$ cat config.mk
export PLATFORM = sky130hd
export DESIGN_NAME = spi_master_multi
export DESIGN_NICKNAME = d
export VERILOG_FILES = /design/src/rtl/spi_master_multi.sv
export SDC_FILE = /design/constraint.sdc
export NUM_CORES = 1
export LEC_CHECK = 0
export ABC_CLOCK_PERIOD_IN_PS = 2000
export CELL_PAD_IN_SITES_DETAIL_PLACEMENT = 1
export CELL_PAD_IN_SITES_GLOBAL_PLACEMENT = 2
export CORE_MARGIN = 3
export CORE_UTILIZATION = 31
export CTS_BUF_LIST = sky130_fd_sc_hd__clkbuf_2
export DETAILED_ROUTE_END_ITERATION = 8
export GPL_TIMING_DRIVEN = 0
export PLACE_DENSITY = 0.87
export SKIP_CTS_REPAIR_TIMING = 1
export SLEW_MARGIN = 20
export SYNTH_ARGS = -nofsm -noshare
export SYNTH_HDL_FRONTEND = slang
export SYNTH_SLANG_ARGS = --single-unit
$ cat constraint.sdc
create_clock -name clk -period 2 [get_ports clk]
set_input_delay 0.4 -clock clk [delete_from_list [all_inputs] [get_ports clk]]
set_output_delay 0.4 -clock clk [all_outputs]
set_load 0.01 [all_outputs]
$ cat src/rtl/spi_master_multi.sv
// spi_master_multi: multi-CS SPI master, per-frame CPOL/CPHA/bit-order/divider, word-stream bursts; ports clk/arstn, cfg_*, cs_sel, tx_* stream, rx_valid/rx_data, busy, sclk/csn/mosi/miso; `SPI_MASTER_MULTI_LOOPBACK_EN adds loopback input
module spi_master_multi #(
  parameter int DATA_WIDTH = 8,
  parameter int NUM_CS     = 4,
  parameter int CS_IDX_W   = 2,
  parameter int DIV_WIDTH  = 8
) (
  input  logic                  clk,
  input  logic                  arstn,
  input  logic                  cfg_cpol,
  input  logic                  cfg_cpha,
  input  logic                  cfg_lsb_first,
  input  logic [DIV_WIDTH-1:0]  cfg_div,
  input  logic [CS_IDX_W-1:0]   cs_sel,
  input  logic                  tx_valid,
  output logic                  tx_ready,
  input  logic [DATA_WIDTH-1:0] tx_data,
  input  logic                  tx_last,
  output logic                  rx_valid,
  output logic [DATA_WIDTH-1:0] rx_data,
  output logic                  busy,
  output logic                  sclk,
  output logic [NUM_CS-1:0]     csn,
  output logic                  mosi,
`ifdef SPI_MASTER_MULTI_LOOPBACK_EN
  input  logic                  loopback,
`endif
  input  logic                  miso
);
  localparam int EW = $clog2(2 * DATA_WIDTH + 1);
  localparam logic [EW-1:0] LAST_E = EW'(2 * DATA_WIDTH);
  localparam logic [2:0] IDLE = 3'd0, SETUP = 3'd1, XFER = 3'd2, WAIT = 3'd3, HOLD = 3'd4, GAP = 3'd5;
  logic [2:0] state;
  logic [DIV_WIDTH-1:0] cnt, div_l;
  logic [EW-1:0] ecnt, e;
  logic cpol_l, cpha_l, lsb_l, last_l;
  logic [DATA_WIDTH-1:0] tx_sh, rx_sh, rx_next, src, nsh;
  logic [NUM_CS-1:0] cs_dec;
  logic hp, e_last, smp, drive, din, hd;
  assign tx_ready = state == IDLE || state == WAIT;
  assign busy = state != IDLE;
  assign hp = cnt == div_l;
  assign e = ecnt + 1'b1;
  assign e_last = e == LAST_E;
  assign smp = cpha_l ? ~e[0] : e[0];
  assign drive = cpha_l ? e[0] : ~e[0] & ~e_last;
`ifdef SPI_MASTER_MULTI_LOOPBACK_EN
  assign din = loopback ? mosi : miso;
`else
  assign din = miso;
`endif
  assign rx_next = lsb_l ? {din, rx_sh[DATA_WIDTH-1:1]} : {rx_sh[DATA_WIDTH-2:0], din};
  assign src = state == WAIT ? tx_data : tx_sh;
  assign hd = lsb_l ? src[0] : src[DATA_WIDTH-1];
  assign nsh = lsb_l ? src >> 1 : src << 1;
  always_comb begin
    cs_dec = '0;
    for (int i = 0; i < NUM_CS; i++) cs_dec[i] = int'(cs_sel) == i;
  end
  always_ff @(posedge clk) begin
    if (!arstn) begin
      state <= IDLE;
      cnt <= '0;
      ecnt <= '0;
      div_l <= '0;
      cpol_l <= 1'b0;
      cpha_l <= 1'b0;
      lsb_l <= 1'b0;
      last_l <= 1'b0;
      tx_sh <= '0;
      rx_sh <= '0;
      rx_data <= '0;
      rx_valid <= 1'b0;
      sclk <= 1'b0;
      csn <= '1;
      mosi <= 1'b0;
    end else begin
      rx_valid <= 1'b0;
      cnt <= (hp || state == IDLE || state == WAIT) ? '0 : cnt + 1'b1;
      case (state)
        IDLE: begin
          sclk <= cfg_cpol;
          if (tx_valid) begin
            state <= SETUP;
            div_l <= cfg_div;
            cpol_l <= cfg_cpol;
            cpha_l <= cfg_cpha;
            lsb_l <= cfg_lsb_first;
            last_l <= tx_last;
            tx_sh <= tx_data;
            csn <= ~cs_dec;
          end
        end
        SETUP: if (hp) begin
          state <= XFER;
          ecnt <= '0;
          if (!cpha_l) begin
            mosi <= hd;
            tx_sh <= nsh;
          end
        end
        XFER: if (hp) begin
          sclk <= ~sclk;
          ecnt <= e_last ? '0 : e;
          if (drive) begin
            mosi <= hd;
            tx_sh <= nsh;
          end
          if (smp) rx_sh <= rx_next;
          if (smp && e >= LAST_E - 1'b1) begin
            rx_valid <= 1'b1;
            rx_data <= rx_next;
          end
          if (e_last) state <= last_l ? HOLD : WAIT;
        end
        WAIT: begin
          sclk <= cpol_l;
          if (tx_valid) begin
            state <= XFER;
            ecnt <= '0;
            last_l <= tx_last;
            tx_sh <= cpha_l ? tx_data : nsh;
            if (!cpha_l) mosi <= hd;
          end
        end
        HOLD: if (hp) begin
          state <= GAP;
          csn <= '1;
          mosi <= 1'b0;
        end
        GAP: if (hp) state <= IDLE;
        default: state <= IDLE;
      endcase
    end
  end
endmodule

==> summary.txt, run 1 <==
Status
  – Status: complete, no violations

Power
  – Clock power share: 0.276
  – Switch Pwr: between 0.001 and 0.0015 W
  – Sequential power share: 0.435
  – Leakage: 1.54 nW
  – Maximum vdd drop: 0.000300 V
  – Int Power: between 0.002 and 0.0025 W
  – Power Dens Cells: 781 nW/µm²
  – Design Power: 0.00309 W
  – Combinational Power Share: 0.289
  – Switching share of total power: 0.328

Timing
  – Post-Route Setup TNS: 0 ps
  – Final Hold Viols: 0
  – Final Cycle Share: 0.973
  – Relative slew slack: 0.565
  – Fin Hold WS: 434 ps
  – Final setup viols: 0
  – Final slew viol count: 0
  – Max Freq: ~510 MHz
  – RSZ-0062 raised after global routing: true
  – Worst slew pin tran: 653 ps
  – Final Skew: between 30 and 40 ps
  – Tmin final: 1950 ps

Cells and area
  – N_diodes: 0
  – Final Cell Area: between 3000 and 4000 µm²
  – Layout cell share with drive strength beyond 1: 0.177
  – Post-layout util: 0.421
  – Final-stage net count: 443
  – Area Growth Syn to Fin: 29.2%

Clock network
  – CTS tree: yes
  – Worst-Skew Late Latency: around 500 ps
  – CTS H-tree depth: 3
  – CTS root buffer: clkbuf_2
  – Clock-pin slew of the registers on the worst-case setup and hold paths: around 170 ps
  – Clk buf depth: 2
  – CTS Sinks: 59
  – CTS Buf Count: 9

Synthesis
  – #FFs+latches synth: a little under 60
  – Sequential-to-total area share from yosys stat: 0.385
  – Cell variety after synth: 52
  – Synthesized cell area: a little over 3000 µm²
  – Share of the synthesized area in the top cell type: 0.385
  – Post-Syn Nets: 383
  – Count leader, synth: dfxtp_1
  – Post-synth top flop: dfxtp_1
  – Post-synth ARST share: 0
  – Syn avg cell area: 8.67 µm²
  – Post-synth EDFFs: 0
  – Synth top area cells: dfxtp_1 (38%), mux2i_1 (11%), nor2_1 (6.4%)
  – Most instantiated cells after synthesis: dfxtp_1 (59), nor2_1 (52), nand2_1 (41), mux2i_1 (34), a21oi_1 (20)
  – Synth warn: 0
  – Synth area leader: dfxtp_1
  – Syn Inst Count: 354

Setup path
  – Worst endpoint data arrival time: 1550 ps
  – CP startpoint kind: flop
  – Depth of the most critical reg-to-reg path: 10
  – Worst Path Required: approximately 1600 ps
  – Critical Path End Type: primary output
  – Class of the most critical setup path: flop to primary output
  – Crit-path max FO: 7

Floorplanning
  – Die Width: 105 µm
  – Die Area: 11100 µm²
  – Initial Utilization: 0.326
  – IO Pins: 43
  – Std-Cell Core Area: ~9400 µm²
  – Die Ht: 105 µm
  – # rows: 35

Global routing
  – Pin count of the biggest net entering global routing: 11
  – Vias in the first global route: between 2000 and 3000
  – Initial antenna violation count: 0
  – Overflow after GRT: 0
  – Global-route wire length before repair: around 14 mm
  – Total GRT Usage: 0.153

Route
  – Total number of vias: 2754
  – Vias per cell: just over 5
  – 1st-pass router iterations: 4
  – Post-route DRC violation count: 0
  – Routed Antenna Nets: 0
  – Wirelength, routed: roughly 8.4 mm
  – Violation count after the first detailed-route iteration: 84
  – WL/cell: 15.4 µm

Hold path
  – Hold Crit Class: input port to flop
  – Hold-critical path depth: 3

Place
  – RD Place Congestion: 0.812
  – Post-DP HPWL: 6.04 mm
  – Number of port buffers: 42
  – Placed Area: 3650 µm²

Run
  – Max Cap Viol: 0
==> final timing paths <==
kind / from / end / slack [ps]
min reg2reg: cpol_l / cpol_l / 490
max reg2reg: ecnt[0] / rx_data[7] / 80
min: cfg_div[4] / div_l[4] / 430
max: state[0] / tx_ready / 50
==> placed cells by master (no fill, tap or decap), types with 8 or more instances in the layout <==
cell type        synthesis  layout
a21oi_1                 20      18
nor2_1                  52      49
mux2i_1                 34      34
nand3_1                 15      15
dfxtp_1                 59      51
buf_4                    3       8
clkbuf_2                 0       9
mux2_2                   9       9
o21ai_0                 11      11
xnor2_1                  9       9
clkbuf_1                13      11
nand2_1                 41      41
clkdlybuf4s50_1          0      40
==> metrics by stage <==
step,setup WS (ps),instances
CTS,-558,541
global route,-70.8,548
detailed placement,-296,525
global placement,-178,525
finish,54.8,548
floorplan,44.4,354
==> routing by layer <==
layer  global-route usage  part of all wire  vias to the layer above
met5                    0                 0                        -
met4               0.0572             0.013                        0
met3               0.0361             0.028                        8
met2                0.263              0.50                       34
met1                0.186              0.46                     1344
li1                     -                 -                     1368
==> state kept, by name (all words and copies together), names as in the netlist, 3 cells and up <==
| name | flops |
|---|---|
| ecnt | 5 |
| state | 3 |
| tx_sh | 8 |
| rx_data | 8 |
| cnt | 8 |
| div_l | 8 |
| rx_sh | 8 |
| csn | 4 |
==> power groups by stage <==
stage | sequential, W | clock [W] | combinational (W)
floorplan | 0.00134 | 0 | 0.000591
global placement | 0.00135 | 0 | 0.000819
detailed placement | 0.00136 | 0 | 0.000848
CTS | 0.00133 | 0.000887 | 0.000855
global route | 0.00136 | 0.000932 | 0.000993
finish | 0.00135 | 0.000855 | 0.000893
==> cell families (layout without fill, tap and decap cells) <==
| kind of cell | after synthesis | after routing | share of synthesized area |
|---|---|---|---|
| AND/OR/NAND/NOR | 143 | 143 | 0.219 |
| AO/OA/AOI/OAI | 60 | 60 | 0.133 |
| flip-flops | 59 | 59 | 0.385 |
| multiplexers | 46 | 46 | 0.166 |
| buffers and inverters | 28 | 93 | 0.0416 |
| XOR/XNOR | 15 | 15 | 0.0428 |
| adder cells (fa/ha/maj) | 3 | 3 | 0.0122 |
==> worst max-delay path: stages (launching register included) <==
cell	delay, ps
dfxtp_4	430
nand2b_4	180
nand2_1	110
nor2_2	160
dlymetal6s2s_1	180
==> cell type report <==
cell class / count / area (µm²)
fillers: 1122 / 5450
multi-input cells: 267 / 1810
flip-flops and latches: 59 / 1200
repair buffers: 51 / 510
well taps: 129 / 161
plain buffers: 18 / 118
clock inverters: 7 / 82.6
clock buffers: 9 / 45.0
inverters: 8 / 33.8
No activity file was read; power rests on OpenSTA's default activity.
==> inputs of run 2 (changes only) <==
--- a/config.mk
+++ b/config.mk
@@ -15,6 +15,7 @@
 export GPL_TIMING_DRIVEN = 0
 export PLACE_DENSITY = 0.87
 export SKIP_CTS_REPAIR_TIMING = 1
+export SKIP_LAST_GASP = 1
 export SLEW_MARGIN = 20
 export SYNTH_ARGS = -nofsm -noshare
 export SYNTH_HDL_FRONTEND = slang
==> run 2 against run 1 <==
Compared with the run above: clock skew barely moved; clock-buffer cell count unchanged; cell area decreased by 0.13%; worst hold slack hardly changed; first-iteration DRC count rose by 1.2%; cell count did not move; register-to-register slack barely moved; wire length is essentially flat; sequential share of layout area barely moved; non-clock buffer count unchanged; critical path depth unchanged; sequential power about the same; largest power group unchanged.
==> summary.txt, run 2 (same netlist as run 1, synthesis figures left out) <==
Setup path
  – Worst endpoint data arrival time: 1590 ps
  – Depth of the most critical reg-to-reg path: 10
  – Worst Path Required: 1600 ps
  – Reg-to-reg endpoint: rx_data[7]
  – Worst r2r src: ecnt[0]
  – Crit-path max FO: 9
  – Critical Path End Type: primary output
  – CP startpoint kind: flop
  – Reg-to-reg setup timing slack: 80 ps
  – Crit path to: tx_ready
  – Class of the most critical setup path: flop to primary output
  – Critical Path Source: state[1]

Cells and area
  – Filler cells: 1123
  – N_diodes: 0
  – Final Non-Filler Cells: roughly 550
  – Layout cell share with drive strength beyond 1: 0.174
  – Post-layout util: 0.420
  – Most frequent cells in the layout: dfxtp_1 (51), nor2_1 (50), nand2_1 (41)
  – Final-stage net count: between 400 and 500
  – Area Growth Syn to Fin: 29.0%
  – Leading cell type in the layout, fill and taps excluded: dfxtp_1

Clock network
  – Worst-Skew Late Latency: a little over 500 ps
  – Clock-pin slew of the registers on the worst-case setup and hold paths: around 170 ps
  – CTS Buf Count: 9
  – CTS root buffer: clkbuf_2
  – CTS tree: yes
  – CTS Sinks: 59
  – CTS H-tree depth: 3
  – Clk buf depth: 2

Place
  – RD Place Congestion: 0.812
  – DP Worst Slack: -296 ps
  – Number of port buffers: 42
  – Post-DP HPWL: 6.04 mm
  – Placed insts: 525

Timing
  – Worst slew pin tran: around 650 ps
  – Final Cycle Share: 0.996
  – Final setup viols: 0
  – Max Freq: 502 MHz
  – Tmin final: between 1500 and 2000 ps
  – Final slew viol count: 0
  – Final Hold Viols: 0
  – Final setup margin: 8.85 ps
  – RSZ-0062 raised after global routing: true
  – Relative slew slack: 0.565
  – Final Skew: 33.3 ps
  – Fin Hold WS: 434 ps

Route
  – Post-route DRC violation count: 0
  – WL met2: 4.22 mm
  – Routed Antenna Nets: 0
  – Total number of vias: 2755
  – 1st-pass router iterations: 4
  – WL/cell: 15.4 µm
  – Violation count after the first detailed-route iteration: 85
  – Wirelength, routed: 8.42 mm
  – DR top layer: met4
  – Met3 Routed Length: 237 µm
  – Metal1 wirelength: 3.86 mm
  – Vias per cell: approximately 5.0

Global routing
  – Vias in the first global route: 2893
  – Total GRT Usage: 0.153
  – Global-route wire length before repair: 13.8 mm
  – Pin count of the biggest net entering global routing: 11
  – Initial antenna violation count: 0
  – Overflow after GRT: 0

Floorplanning
  – # rows: 35
  – Std-Cell Core Area: 9420 µm²
  – Die Width: about 110 µm
  – Initial Utilization: 0.326
  – Die Area: approximately 11000 µm²
  – IO Pins: 43
  – Die Ht: about 110 µm

Power
  – Leakage: roughly 1.5 nW
  – Maximum vdd drop: 0.000300 V
  – Design Power: 0.00309 W
  – Power Dens Cells: 781 nW/µm²

Run
  – Max Cap Viol: 0

Hold path
  – Hold-critical path depth: 3
  – Hold Startpoint: cfg_div[4]
  – Hold Crit Class: input port to flop

Status
  – Status: complete, no violations
## run 2: cell counts in the layout (fill, tap and decap cells not counted)
No cell type changed its count.
## run 2: power breakdown
part,internal (W),switching (W),leakage (nW)
sequential,0.00127,0.0000789,0.484
combinational,0.000411,0.000482,0.977
clock,0.000400,0.000455,0.0805
total,0.00208,0.00102,1.54
## run 2: critical path, cell delays in order (launching register included)
cell and delay [ps]:
dfxtp_2 480, nand2b_4 180, nand2_1 100, nor2_2 160, dlymetal6s2s_1 180
## run 2: final cells by class
type	instances	area, µm²	area share
plain buffers	18	118	0.0297
clock buffers	9	45.0	0.0114
clock inverters	7	82.6	0.0209
inverters	8	33.8	0.00854
multi-input cells	267	1810	0.457
flip-flops and latches	59	1200	0.302
well taps	129	161	0.0408
repair buffers	51	510	0.129
## run 2: per-layer routing
metal	GRT usage	vias up
met5	0	-
met4	0.0572	0
met3	0.0361	8
met2	0.263	34
met1	0.186	1345
li1	-	1368
## run 2: worst min path at each step
stage	to	slack, ps
after floorplan	cpol_l	440
after global placement	cpol_l	450
after detailed placement	cpol_l	470
after CTS	div_l[4]	390
after global routing	div_l[3]	410
final	div_l[4]	430
## run 2: through the flow
step                      instance area [µm²]  TNS (ps)
after global routing                     3960      -415
after detailed placement                 3650     -6050
final                                    3960         0
after CTS                                3780     -3320
after global placement                   3650     -4030
after floorplan                          3070         0
==> inputs of run 3 (changes only) <==
--- a/config.mk
+++ b/config.mk
@@ -20,3 +20,4 @@
 export SYNTH_ARGS = -nofsm -noshare
 export SYNTH_HDL_FRONTEND = slang
 export SYNTH_SLANG_ARGS = --single-unit
+export TNS_END_PERCENT = 100
==> results of run 3 <==
No change in the layout: final DEF, timing and power equal those of run 2.
